File: src/rtl/seg7_pkg.sv
`default_nettype none
// ============================================================================
// Package  : seg7_pkg
// Purpose  : Segment bit order, glyph constants and hex-to-segment helper.
// Revision : 1.0 - initial release
// ============================================================================
package seg7_pkg;

    // Segment vector order is {g,f,e,d,c,b,a}; a 1 means the segment is lit.
    localparam int SEG_BIT_A = 0;
    localparam int SEG_BIT_B = 1;
    localparam int SEG_BIT_C = 2;
    localparam int SEG_BIT_D = 3;
    localparam int SEG_BIT_E = 4;
    localparam int SEG_BIT_F = 5;
    localparam int SEG_BIT_G = 6;

    typedef logic [6:0] seg_t;

    localparam seg_t SEG_BLANK = 7'b0000000;
    localparam seg_t SEG_0     = 7'b0111111;
    localparam seg_t SEG_1     = 7'b0000110;
    localparam seg_t SEG_2     = 7'b1011011;
    localparam seg_t SEG_3     = 7'b1001111;
    localparam seg_t SEG_4     = 7'b1100110;
    localparam seg_t SEG_5     = 7'b1101101;
    localparam seg_t SEG_6     = 7'b1111101;
    localparam seg_t SEG_7     = 7'b0000111;
    localparam seg_t SEG_8     = 7'b1111111;
    localparam seg_t SEG_9     = 7'b1101111;
    localparam seg_t SEG_A     = 7'b1110111;
    localparam seg_t SEG_B     = 7'b1111100;
    localparam seg_t SEG_C     = 7'b0111001;
    localparam seg_t SEG_D     = 7'b1011110;
    localparam seg_t SEG_E     = 7'b1111001;
    localparam seg_t SEG_F     = 7'b1110001;

    function automatic seg_t hex_to_seg(input logic [3:0] nibble);
        seg_t seg;
        case (nibble)
            4'h0:    seg = SEG_0;
            4'h1:    seg = SEG_1;
            4'h2:    seg = SEG_2;
            4'h3:    seg = SEG_3;
            4'h4:    seg = SEG_4;
            4'h5:    seg = SEG_5;
            4'h6:    seg = SEG_6;
            4'h7:    seg = SEG_7;
            4'h8:    seg = SEG_8;
            4'h9:    seg = SEG_9;
            4'hA:    seg = SEG_A;
            4'hB:    seg = SEG_B;
            4'hC:    seg = SEG_C;
            4'hD:    seg = SEG_D;
            4'hE:    seg = SEG_E;
            default: seg = SEG_F;
        endcase
        return seg;
    endfunction

endpackage
`default_nettype wire

File: src/rtl/seg7_hex_decoder.sv
`default_nettype none
// ============================================================================
// Module   : seg7_hex_decoder
// Purpose  : Combinational nibble (hex mode) or single bit (binary mode) to
//            active-high segment pattern.
// Revision : 1.0 - initial release
// ============================================================================
module seg7_hex_decoder
    import seg7_pkg::*;
(
    input  logic [3:0] i_nibble,
    input  logic       i_mode,
    output seg_t       o_seg
);

    // Binary mode looks only at bit 0 of the nibble.
    always_comb begin
        o_seg = SEG_BLANK;
        if (i_mode) begin
            o_seg = hex_to_seg(i_nibble);
        end else begin
            o_seg = i_nibble[0] ? SEG_1 : SEG_0;
        end
    end

endmodule
`default_nettype wire

File: src/rtl/seg7_scan_controller.sv
`default_nettype none
// ============================================================================
// Module   : seg7_scan_controller
// Purpose  : Multiplexed seven-segment scanner; loaded data is committed only
//            at frame boundaries so a frame never mixes old and new data.
// Revision : 1.0 - initial release
// ============================================================================
module seg7_scan_controller
    import seg7_pkg::*;
#(
    parameter int NUM_DIGITS  = 4,
    parameter int REFRESH_DIV = 262144,
    parameter int ACTIVE_LOW  = 0
) (
    input  logic                    clock_10Mhz,
    input  logic                    reset,
    input  logic [4*NUM_DIGITS-1:0] data_in,
    input  logic                    data_load,
    input  logic                    mode,
    input  logic                    blank_lz,
    input  logic [NUM_DIGITS-1:0]   digit_en,
    output logic [NUM_DIGITS-1:0]   anode_activate,
    output logic [6:0]              led_out,
    output logic                    frame_done,
    output logic                    load_pending
);

    localparam int c_DATA_W  = 4 * NUM_DIGITS;
    localparam int c_PRESC_W = $clog2(REFRESH_DIV);
    localparam int c_IDX_W   = (NUM_DIGITS > 1) ? $clog2(NUM_DIGITS) : 1;

    localparam logic [c_PRESC_W-1:0] c_PRESC_MAX = c_PRESC_W'(REFRESH_DIV - 1);
    localparam logic [c_IDX_W-1:0]   c_LAST_IDX  = c_IDX_W'(NUM_DIGITS - 1);

    localparam logic [NUM_DIGITS-1:0] c_ANODE_OFF = (ACTIVE_LOW != 0) ? '1 : '0;
    localparam seg_t                  c_SEG_OFF   = (ACTIVE_LOW != 0) ? 7'h7F : 7'h00;

    logic [c_PRESC_W-1:0]  r_prescaler;
    logic [c_IDX_W-1:0]    r_digit_idx;
    logic [c_DATA_W-1:0]   r_pending;
    logic                  r_pending_mode;
    logic [c_DATA_W-1:0]   r_display;
    logic                  r_disp_mode;
    logic                  r_load_pending;
    logic                  r_frame_done;
    logic [NUM_DIGITS-1:0] r_anode;
    seg_t                  r_led;

    logic                  w_presc_tc;
    logic                  w_frame_end;
    logic [NUM_DIGITS-1:0] w_onehot;
    logic [NUM_DIGITS-1:0] w_lz;
    logic [3:0]            w_sel_nibble;
    logic                  w_sel_bit;
    logic                  w_sel_en;
    logic                  w_sel_lz;
    logic                  w_blank;
    logic [3:0]            w_dec_nibble;
    seg_t                  w_dec_seg;
    seg_t                  w_seg_lit;

    assign w_presc_tc  = (r_prescaler == c_PRESC_MAX);
    assign w_frame_end = w_presc_tc && (r_digit_idx == c_LAST_IDX);

    always_ff @(posedge clock_10Mhz or negedge reset) begin
        if (!reset) begin
            r_prescaler <= '0;
            r_digit_idx <= '0;
        end else if (w_presc_tc) begin
            r_prescaler <= '0;
            r_digit_idx <= (r_digit_idx == c_LAST_IDX) ? '0 : r_digit_idx + c_IDX_W'(1);
        end else begin
            r_prescaler <= r_prescaler + c_PRESC_W'(1);
        end
    end

    // A load landing exactly on the boundary bypasses pending and is shown next frame.
    always_ff @(posedge clock_10Mhz or negedge reset) begin
        if (!reset) begin
            r_pending      <= '0;
            r_pending_mode <= 1'b0;
            r_display      <= '0;
            r_disp_mode    <= 1'b0;
            r_load_pending <= 1'b0;
            r_frame_done   <= 1'b0;
        end else begin
            r_frame_done <= w_frame_end;
            if (data_load) begin
                if (w_frame_end) begin
                    r_display      <= data_in;
                    r_disp_mode    <= mode;
                    r_load_pending <= 1'b0;
                end else begin
                    r_pending      <= data_in;
                    r_pending_mode <= mode;
                    r_load_pending <= 1'b1;
                end
            end else if (w_frame_end && r_load_pending) begin
                r_display      <= r_pending;
                r_disp_mode    <= r_pending_mode;
                r_load_pending <= 1'b0;
            end
        end
    end

    for (genvar gi = 0; gi < NUM_DIGITS; gi++) begin : g_digit
        assign w_onehot[gi] = (r_digit_idx == c_IDX_W'(gi));
        if (gi == 0) begin : g_rightmost
            assign w_lz[gi] = 1'b0;
        end else begin : g_upper
            // Blankable only when this nibble and every more-significant one is zero.
            assign w_lz[gi] = ~|r_display[c_DATA_W-1:4*gi];
        end
    end

    always_comb begin
        w_sel_nibble = '0;
        w_sel_bit    = 1'b0;
        w_sel_en     = 1'b0;
        w_sel_lz     = 1'b0;
        for (int i = 0; i < NUM_DIGITS; i++) begin
            if (w_onehot[i]) begin
                w_sel_nibble = r_display[4*i +: 4];
                w_sel_bit    = r_display[i];
                w_sel_en     = digit_en[i];
                w_sel_lz     = w_lz[i];
            end
        end
    end

    assign w_blank      = r_disp_mode && blank_lz && w_sel_lz;
    assign w_dec_nibble = r_disp_mode ? w_sel_nibble : {3'b000, w_sel_bit};

    seg7_hex_decoder u_decoder (
        .i_nibble (w_dec_nibble),
        .i_mode   (r_disp_mode),
        .o_seg    (w_dec_seg)
    );

    assign w_seg_lit = (w_sel_en && !w_blank) ? w_dec_seg : SEG_BLANK;

    always_ff @(posedge clock_10Mhz or negedge reset) begin
        if (!reset) begin
            r_anode <= c_ANODE_OFF;
            r_led   <= c_SEG_OFF;
        end else begin
            r_anode <= (w_onehot & digit_en) ^ c_ANODE_OFF;
            r_led   <= w_seg_lit ^ c_SEG_OFF;
        end
    end

    assign anode_activate = r_anode;
    assign led_out        = r_led;
    assign frame_done     = r_frame_done;
    assign load_pending   = r_load_pending;

endmodule
`default_nettype wire
File: config.mk
export PLATFORM = sky130hd
export DESIGN_NAME = seg7_scan_controller
export DESIGN_NICKNAME = d
export VERILOG_FILES = /design/src/rtl/seg7_pkg.sv /design/src/rtl/seg7_hex_decoder.sv /design/src/rtl/seg7_scan_controller.sv
export SDC_FILE = /design/constraint.sdc
export NUM_CORES = 1
export LEC_CHECK = 0
export BUFFER_PORTS_ARGS = -buffer_cell sky130_fd_sc_hd__buf_4
export CELL_PAD_IN_SITES_DETAIL_PLACEMENT = 0
export CELL_PAD_IN_SITES_GLOBAL_PLACEMENT = 1
export CORE_MARGIN = 4
export CORE_UTILIZATION = 30
export DETAILED_ROUTE_END_ITERATION = 8
export PLACE_DENSITY = 0.52
export SYNTH_ARGS = -nofsm -noshare
export SYNTH_HDL_FRONTEND = slang
export SYNTH_SLANG_ARGS = --single-unit
export TNS_END_PERCENT = 20
File: constraint.sdc
create_clock -name clock_10Mhz -period 3.17 [get_ports clock_10Mhz]
set_input_delay 0.634 -clock clock_10Mhz [delete_from_list [all_inputs] [get_ports clock_10Mhz]]
set_output_delay 0.634 -clock clock_10Mhz [all_outputs]
set_load 0.01 [all_outputs]
== After elaboration in Yosys (flattened, before gate mapping) ==
Memory sizes are Yosys's and may differ from the RTL's.
Index checks and enable logic that the tools add are counted.
Operators by class
  muxes and demuxes: 30
  reductions and logical operators: 16
  add/sub/neg operators: 2
  bitwise logic cells: 2
  eq/ne operators: 5
Operators with widths (count)
  16-bit two-way mux: 3
  4-bit two-way mux: 5
  18-bit by 1-bit adder with 18-bit output, second input constant: 1
  18-bit == test, second input constant: 1
  18-bit two-way mux: 1
  1-bit two-way mux: 17
  7-bit two-way mux: 2
  12-bit OR reduction: 1
  8-bit OR reduction: 1
  6-bit two-way mux: 1
  1-bit logical AND: 5
  4-bit AND: 1
  2-bit == test, second input constant: 2
  1-bit zero test: 4
  2-bit AND reduction: 2
  4-bit OR reduction: 1
  2-bit by 1-bit adder with 2-bit output, second input constant: 1
  2-bit by 1-bit == test with 1-bit output, second input constant: 1
  2-bit zero test: 1
  2-bit two-way mux: 1
  2-bit by 1-bit inequality test with 1-bit output, second input constant: 1
  2-bit nonzero test: 1
  1-bit NOT: 1
Word-level totals
  memories kept: 1
  bits of input ports: 25
  logic and storage cells: 66
  bits in read-only memories: 112
  bits in registers: 67
  output and inout bits: 13
Memory list
  (no name shown): words 16, bits a word 7, rd ports 1, clocked after Yosys merged registers in 0, write ports 0, line seg7_pkg.sv:40  | case (nibble)

== Depth between registers and ports, before layout ==
Gate-level depths: netlist of the first run.
  depth in word-level cells: 9
  mapped depth: 13
  depth with buffers taken out: 12

== Modules after synthesis ==
From an unflattened synthesis of the first run, not the netlist that was laid out.
Second synthesis, totals
  cells, all modules: 324
  area, all modules: 3429.5 µm²
Modules (own cells, without submodules)
  seg7_scan_controller: cells an instance 279, area each 3118.0 µm², sequential area each 1676.6 µm², instances 1
  seg7_hex_decoder: cells an instance 45, area each 311.5 µm², sequential area each 0.0 µm², instances 1

== Worst setup path before layout of the first run ==
OpenSTA, ideal clock, no wires.
  path type: reg-to-reg
  start: register r_digit_idx[0]
  end: register r_led[4] (netlist: led_out[4])
  arrival time: 2.392 ns
  setup time: 0.132 ns
  clock period less this slack: 2.524 ns
  setup slack: 0.646 ns
  stages on the path, launching flop included: 13
  path buffers: 2
  required time: 3.038 ns
  cell sequence: dfrtp_1 -> ha_1 -> buf_2 -> buf_6 -> a221oi_1 -> a32oi_1 -> and2_1 -> inv_1 -> ha_1 -> inv_1 -> a211o_1 -> a31oi_1 -> nor3_1
Between the ends
  cells in the longest elaborated chain, start to end: 9
  elaborated cells on any way between the ends: 27
  those cells by class: eq/ne (3); mux (19); reduce/logical (4); memory (1)
RTL lines
  start: declaration: line seg7_scan_controller.sv:39  | logic [c_IDX_W-1:0] r_digit_idx;
  start signal: assignment: line seg7_scan_controller.sv:71  | r_digit_idx <= (r_digit_idx == c_LAST_IDX) ? '0 : r_digit_idx + c_IDX_W'(1);
  2-bit zero test: line seg7_scan_controller.sv:107  | assign w_onehot[gi] = (r_digit_idx == c_IDX_W'(gi));
  4-bit two-way mux or 1-bit two-way mux (tied branches) (4 in series): line seg7_scan_controller.sv:122  | if (w_onehot[i]) begin
  4-bit two-way mux: line seg7_scan_controller.sv:132  | assign w_dec_nibble = r_disp_mode ? w_sel_nibble : {3'b000, w_sel_bit};
  memory read 16 x 7 bit or 6-bit two-way mux (tied branches)
  7-bit two-way mux: line seg7_hex_decoder.sv:19  | if (i_mode) begin
  7-bit two-way mux (*): line seg7_scan_controller.sv:140  | assign w_seg_lit = (w_sel_en && !w_blank) ? w_dec_seg : SEG_BLANK;
  net w_seg_lit[4]: line seg7_scan_controller.sv:60  | seg_t w_seg_lit;
  end signal: assignment: line seg7_scan_controller.sv:145  | r_led <= c_SEG_OFF;
  end signal: assignment: line seg7_scan_controller.sv:148  | r_led <= w_seg_lit ^ c_SEG_OFF;
  end: declaration: line seg7_scan_controller.sv:47  | seg_t r_led;
The timed path passes the listed nets; every way through them passes the cells marked *.
A chain may end at the register's enable or synchronous reset.

== Worst setup path after layout of the first run ==
  start: register r_digit_idx[1]
  end: register r_led[6] (netlist: led_out[6])
Between the ends
  cells in the longest elaborated chain, start to end: 9
  elaborated cells on any way between the ends: 26
  those cells by class: eq/ne (3); mux (18); reduce/logical (4); memory (1)
RTL lines (line)
  2-bit zero test: seg7_scan_controller.sv:107
  4-bit two-way mux or 1-bit two-way mux (tied branches) (4 in series): seg7_scan_controller.sv:122
  4-bit two-way mux: seg7_scan_controller.sv:132
  memory read 16 x 7 bit
  7-bit two-way mux: seg7_hex_decoder.sv:19
  7-bit two-way mux (*): seg7_scan_controller.sv:140
  net w_seg_lit[6]: seg7_scan_controller.sv:60
Marks and branches as above.

==> metrics, run 1 <==
outcome=finished, final reports clean; max_cap viols=0; vias in the first global route=2,959; FFs w/ async S/R, synth=1.000; CP endpoint kind=flip-flop; worst slew pin tran=between 0.8 and 0.9 ns; Core Util, Final=0.3710; TritonCTS clock tree=yes; die area=14,430 um2; Vias=2,789; Ys Warns=0; f_max=approximately 360 MHz; total power divided by cell area=452.2 nW/um2; Distinct cells, synth=52; startpoint types=flip-flop; Final Skew=~0.0048 ns; Area Overhead vs Synth=19.60%; Post-Synthesis Cell Area=around 3800 um2; sum of negative setup slack=0 ns; number of fill cells=around 1,200; first-pass GRT wire length=roughly 16 mm; initial antenna violation count=0; detailed-route wire length per cell=16.86 um; register area share after synthesis=0.4444; worst relative slew slack=0.4140; Num CTS Buffers=9; leakage=about 2.1 nW; Setup CP Type=flip-flop to flip-flop; clk_lat worst skew=approximately 0.33 ns; adder-cell share of the synthesized area=0.03648; min-delay worst type=primary input to async pin; register area=1677 um2; xor and xnor area share after synthesis=0.03483; #FFs+latches synth=between 60 and 70; total congestion overflow=0; RSZ-0062 raised after global routing=false; ant diodes=0; Post-DP HPWL=around 6.7 mm; Resized Gates After CTS=0; # nets final=around 430; critical path arrival=between 3 and 4 ns; DRT Wirelength=just under 10 mm; layout cells sized above 1=0.2264; initial core utilization=0.3102; post-synth top area cell=dfrtp_1; GRT Total Usage=0.1448; root buf cell=clkbuf_16; Via density=about 4.9; Post-synth EDFFs=0; Std-Cell Rows=40; CTS sink count=67; Crit path required time=about 3.4 ns; Tot Pwr=0.002040 W; largest family of logic cells by synthesized area=simple AND/OR/NAND/NOR gates; hold violation total from the final report=0; PortBufs=37; post-route ant nets=0; mean area per synthesized cell=approximately 10 um2; metal1 wirelength=~4.5 mm; post-synthesis compound-gate area fraction=0.1552; period utilization=0.8818; DR DRC count=0; WL met3=approximately 360 um; Worst VDD drop=between 0.2 and 0.25 mV; CTS Buffer Depth=2; Final Max Tran Viols=0; met2 routed WL=~4.6 mm; total setup buffers inserted after CTS=0; core box area=roughly 12,000 um2; H-tree depth=3; predominant post-synthesis flop cell=dfrtp_1; synthesized net count=398; routability cong.=slightly below 0.8; I/O Pins=38; Pre-antenna DRT Iters=4; Die Width=approximately 120 um; Final setup viols=0; Die H=approximately 120 um; highest metal layer with signal wires=met4; CP max FO=12; Post-Synthesis Cells=between 300 and 400; largest cells by area after synthesis=dfrtp_1, nor2_1, ha_1; mux cell area share after synthesis=0.06534; DRT iter0 DRCs=229; largest net degree at the start of global routing=68; multi-input logic area=1887 um2; Synth Area in Simple Gates=0.2083; post-synth top area share=0.4444; Worst-path clk slew=about 0.06 ns; hold-fix buffers at CTS=0; minimum clock period=around 2.8 ns
## path summary, 6_finish.rpt
check | from | to | slack [ns] | cells after the start
max in group asynchronous | reset | r_pending[11]$_DFFE_PN0P_ | 2.18 | 1
worst max register to register | r_digit_idx[1]$_DFFE_PN0N_ | led_out[6]$_DFF_PN0_ | 0.37 | 10
worst min-delay path | reset | r_pending[1]$_DFFE_PN0P_ | 0.43 | 1
worst max-delay path | r_digit_idx[1]$_DFFE_PN0N_ | led_out[6]$_DFF_PN0_ | 0.37 | 10
worst min register to register | r_prescaler[4]$_DFF_PN0_ | r_prescaler[4]$_DFF_PN0_ | 0.47 | 1
min in group clock_10Mhz | r_prescaler[4]$_DFF_PN0_ | r_prescaler[4]$_DFF_PN0_ | 0.47 | 1
## worst max-delay path, cell delays in order (launching register included)
cell     delay [ns]
dfrtp_1        0.39
inv_1          0.11
ha_1           0.36
nor2b_1        0.11
a221o_1        0.32
a32oi_1        0.39
inv_1          0.19
ha_1           0.25
mux2_2         0.27
a22o_1         0.17
nor3_1         0.14
## cell usage after synthesis (all sizes together) (4+ instances only)
master,instances
dfrtp,67
nor2,47
mux2,18
nand2,17
o221a,17
o21bai,16
buf,15
inv,15
and4,12
ha,11
clkbuf,10
nand3b,10
nor4,10
a21oi,9
xor2,9
and3,8
nand3,8
nor3,7
xnor2,6
and2,5
nor2b,5
o21ai,5
a211oi,4
## where the power goes
group,leakage [nW],switching (W),internal (W),total (W)
registers,0.853,0.0000116,0.000882,0.000894
logic,1.12,0.0000509,0.0000581,0.000109
clock network,0.155,0.000368,0.000670,0.00104
total,2.13,0.000430,0.00161,0.00204
## final cells by class
type                    count  area share
clock buffers              12     0.05907
clock inverters             4     0.01054
inverters                  15     0.01248
multi-input cells         255      0.4182
flip-flops and latches     67      0.3716
well taps                 168     0.04659
repair buffers             49     0.08153
## layer usage
layer / GRT usage / vias to the layer above
met5: 0 / -
met4: 0.04581 / 0
met3: 0.04807 / 11
met2: 0.2294 / 39
met1: 0.1867 / 1353
li1: - / 1386
## logic make-up (layout without fill, tap and decap cells)
kind of cell / Yosys count / in the layout
and+or+nand+nor: 139 / 139
AOI/OAI and AO/OA: 71 / 71
DFF: 67 / 67
buffers and inverters: 40 / 80
muxes: 19 / 19
xor gates and xnor gates: 15 / 15
adders and majority gates: 11 / 11
## metrics by stage
step	cells	hold WS [ns]	setup slack [ns]	cell area, um2
4_1_cts	570	0.4588	0.3754	4512
2_1_floorplan	362	0.3384	0.6463	3772
3_5_place_dp	554	0.4624	0.3999	4198
3_3_place_gp	554	0.4593	0.5100	4198
6_report	570	0.4317	0.3746	4512
5_1_grt	570	0.4840	0.1182	4512
## state kept, by name, indices dropped and copies added (netlist names), 2 cells and up
| register | count |
|---|---|
| r_prescaler | 18 |
| r_display | 16 |
| r_pending | 16 |
| led_out | 7 |
| anode_activate | 4 |
| r_digit_idx | 2 |
## cells in the final DEF, fill, tap and decap left out, types with 2 or more instances in the layout
master / synthesis / layout
nor2_1: 46 / 46
nor3b_1: 2 / 2
and3_1: 8 / 8
o21ai_0: 4 / 4
a21oi_1: 9 / 9
nor3_1: 5 / 5
mux2_1: 8 / 8
nor4_1: 10 / 10
a31oi_1: 3 / 3
clkbuf_8: 0 / 3
nand3_1: 8 / 8
a32oi_1: 3 / 3
o21bai_1: 16 / 16
o2bb2ai_1: 2 / 2
and2_1: 5 / 5
mux2_4: 9 / 9
xor2_1: 9 / 9
dfrtp_1: 67 / 67
o221a_2: 7 / 7
nor2b_1: 5 / 5
nor3_2: 2 / 2
ha_1: 11 / 11
inv_1: 15 / 15
nand3b_1: 10 / 10
buf_4: 0 / 49
and4_1: 11 / 11
nand2_1: 17 / 17
o221a_1: 10 / 10
a211o_1: 3 / 3
a221o_1: 2 / 2
xnor2_1: 6 / 6
a211oi_1: 3 / 3
clkinv_2: 0 / 2
a221oi_1: 3 / 3
clkbuf_16: 0 / 9
nand2b_1: 2 / 2
No activity file was read; power rests on OpenSTA's default activity.
==> run 2, diff against run 1 <==
--- a/config.mk
+++ b/config.mk
@@ -9,9 +9,9 @@
 export CELL_PAD_IN_SITES_DETAIL_PLACEMENT = 0
 export CELL_PAD_IN_SITES_GLOBAL_PLACEMENT = 1
 export CORE_MARGIN = 4
-export CORE_UTILIZATION = 30
+export CORE_UTILIZATION = 47
 export DETAILED_ROUTE_END_ITERATION = 8
-export PLACE_DENSITY = 0.52
+export PLACE_DENSITY = 0.77
 export SYNTH_ARGS = -nofsm -noshare
 export SYNTH_HDL_FRONTEND = slang
 export SYNTH_SLANG_ARGS = --single-unit
==> run 2 against run 1 <==
Effect of this change: register-to-register slack about the same; core utilization increased by 18 points; sequential power about the same; routed wire length decreased by 11%; via count rose by 3.6%; count of clock-buffer cells in the layout stayed put; global-route usage increased by 4.5 points; maximum frequency about the same; largest cell class unchanged.
==> metrics, run 2 (synthesis results as in run 1) <==
outcome=finished, final reports clean; Area Overhead vs Synth=13.33%; most common cell after layout, fill and taps aside=dfrtp_1; Crit-path slowest cell=a221oi_1; dpl cells=about 500; root buf cell=clkbuf_8; Pre-antenna DRT Iters=4; FF-to-FF End=led_out[4]$_DFF_PN0_; CTS Buffer Depth=2; R2R depth=11; initial core utilization=0.4857; minimum clock period=2.795 ns; post-route insts no fill=501; flop-to-flop setup slack=approximately 0.38 ns; I/O Pins=38; max reg flops=18; register area=between 1500 and 2000 um2; number of fill cells=approximately 740; vias in the first global route=around 2,900; Final Skew=0.007449 ns; post-route ant nets=0; total power divided by cell area=382.9 nW/um2; PortBufs=37; worst slew pin tran=about 0.85 ns; Crit path required time=around 3.4 ns; # nets final=about 430; CP most frequent cell=inv_1; CP max FO=13; die area=between 9000 and 10,000 um2; Post-DP HPWL=about 5.8 mm; critical path depth=11; f_max=about 360 MHz; Die H=around 98 um; Setup CP Type=flip-flop to flip-flop; placed cell area=between 4000 and 5000 um2; min-delay worst type=primary input to async pin; Final setup viols=0; crit path to=led_out[4]$_DFF_PN0_; multi-input logic area=roughly 1900 um2; routability cong.=~0.84; GRT Total Usage=0.1898; Final WS setup=around 0.38 ns; Worst-path clk slew=0.07 ns; core box area=approximately 8000 um2; DR DRC count=0; ant diodes=0; total setup buffers inserted after CTS=0; worst slack, placed=between 0.4 and 0.5 ns; RSZ-0062 raised after global routing=false; Vias=between 2,000 and 3,000; reg-to-reg critical path startpoint=r_digit_idx[0]$_DFFE_PN0N_; Top reg by flops=r_prescaler; DRT Wirelength=between 8 and 9 mm; critical path arrival=3.00 ns; leakage=~2.1 nW; total congestion overflow=0; TritonCTS clock tree=yes; H-tree depth=3; biggest regs=r_prescaler (18), r_display (16), r_pending (16); period utilization=0.8817; CP endpoint kind=flip-flop; DRT iter0 DRCs=95; first-pass GRT wire length=14.53 mm; CP Launch Point=r_digit_idx[0]$_DFFE_PN0N_; Std-Cell Rows=32; Resized Gates After CTS=0; max_cap viols=0; detailed-route wire length per cell=~17 um; CP Buf/Inv Count=3; Num CTS Buffers=9; Worst VDD drop=approximately 0.23 mV; startpoint types=flip-flop; clk_lat worst skew=0.35 ns; Tot Pwr=around 0.0016 W; Die Width=~98 um; hold violation total from the final report=0; Final Max Tran Viols=0; largest net degree at the start of global routing=68; CP peak stage delay=0.47 ns; initial antenna violation count=0; CTS sink count=67; ordered cell list for the critical path=inv_1 -> ha_1 -> a221oi_1 -> a32oi_1 -> and2_1 -> inv_1 -> ha_1 -> inv_1 -> a211o_1 -> a31oi_1 -> nor3_1; Via density=around 5.8; hold-fix buffers at CTS=0; most frequent cells in the layout=dfrtp_1, buf_4, nor2_1; sum of negative setup slack=0 ns; post-route cell area=about 4300 um2; worst relative slew slack=0.4365; delay-heaviest family, CP=compound AO/OA/AOI/OAI gates; layout cells sized above 1=0.2180
[run 2: cell types whose count changed in the layout (fill, tap and decap cells not counted)]
cell       previous run  this run
clkbuf_16             9         0
clkbuf_1              0         1
buf_4                49        48
bufinv_16             1         0
clkbuf_8              3        11
clkinv_2              2         1
[run 2: layer usage]
| metal | share of wire | track usage | up-vias |
|---|---|---|---|
| met1 | 0.46 | 0.2551 | 1429 |
| met2 | 0.48 | 0.3021 | 63 |
| li1 | - | - | 1381 |
| met3 | 0.041 | 0.03805 | 16 |
| met4 | 0.018 | 0.07242 | 0 |
| met5 | 0 | 0 | - |
[run 2: area by class of cell]
cell class                      instances  share of cell area
Tap cell                              102             0.02985
Timing Repair Buffer                   48             0.08428
Multi-Input combinational cell        255              0.4413
Sequential cell                        67              0.3922
Clock buffer                           12             0.03629
Clock inverter                          2            0.002927
Inverter                               15             0.01317
[run 2: per-stage QoR]
| step | hold slack (ns) | utilization |
|---|---|---|
| final | 0.3749 | 0.5504 |
| after global routing | 0.4493 | 0.5504 |
| after CTS | 0.4235 | 0.5504 |
| after detailed placement | 0.4566 | 0.5288 |
| after global placement | 0.4565 | 0.5288 |
| after floorplan | 0.3384 | - |
[run 2: power by group]
part	internal (W)	total (W)	switching (W)
combinational	0.0000580	0.000107	0.0000488
clock	0.000317	0.000637	0.000320
sequential	0.000881	0.000893	0.0000123
total	0.00126	0.00164	0.000381
[run 2: worst min-delay path by stage]
stage                                  start                           to
CTS                                    reset         led_out[4]$_DFF_PN0_
floorplan                              reset  anode_activate[0]$_DFF_PN0_
global route                           reset         led_out[3]$_DFF_PN0_
detailed placement  r_prescaler[4]$_DFF_PN0_     r_prescaler[4]$_DFF_PN0_
finish                                 reset         led_out[3]$_DFF_PN0_
global placement    r_prescaler[4]$_DFF_PN0_     r_prescaler[4]$_DFF_PN0_
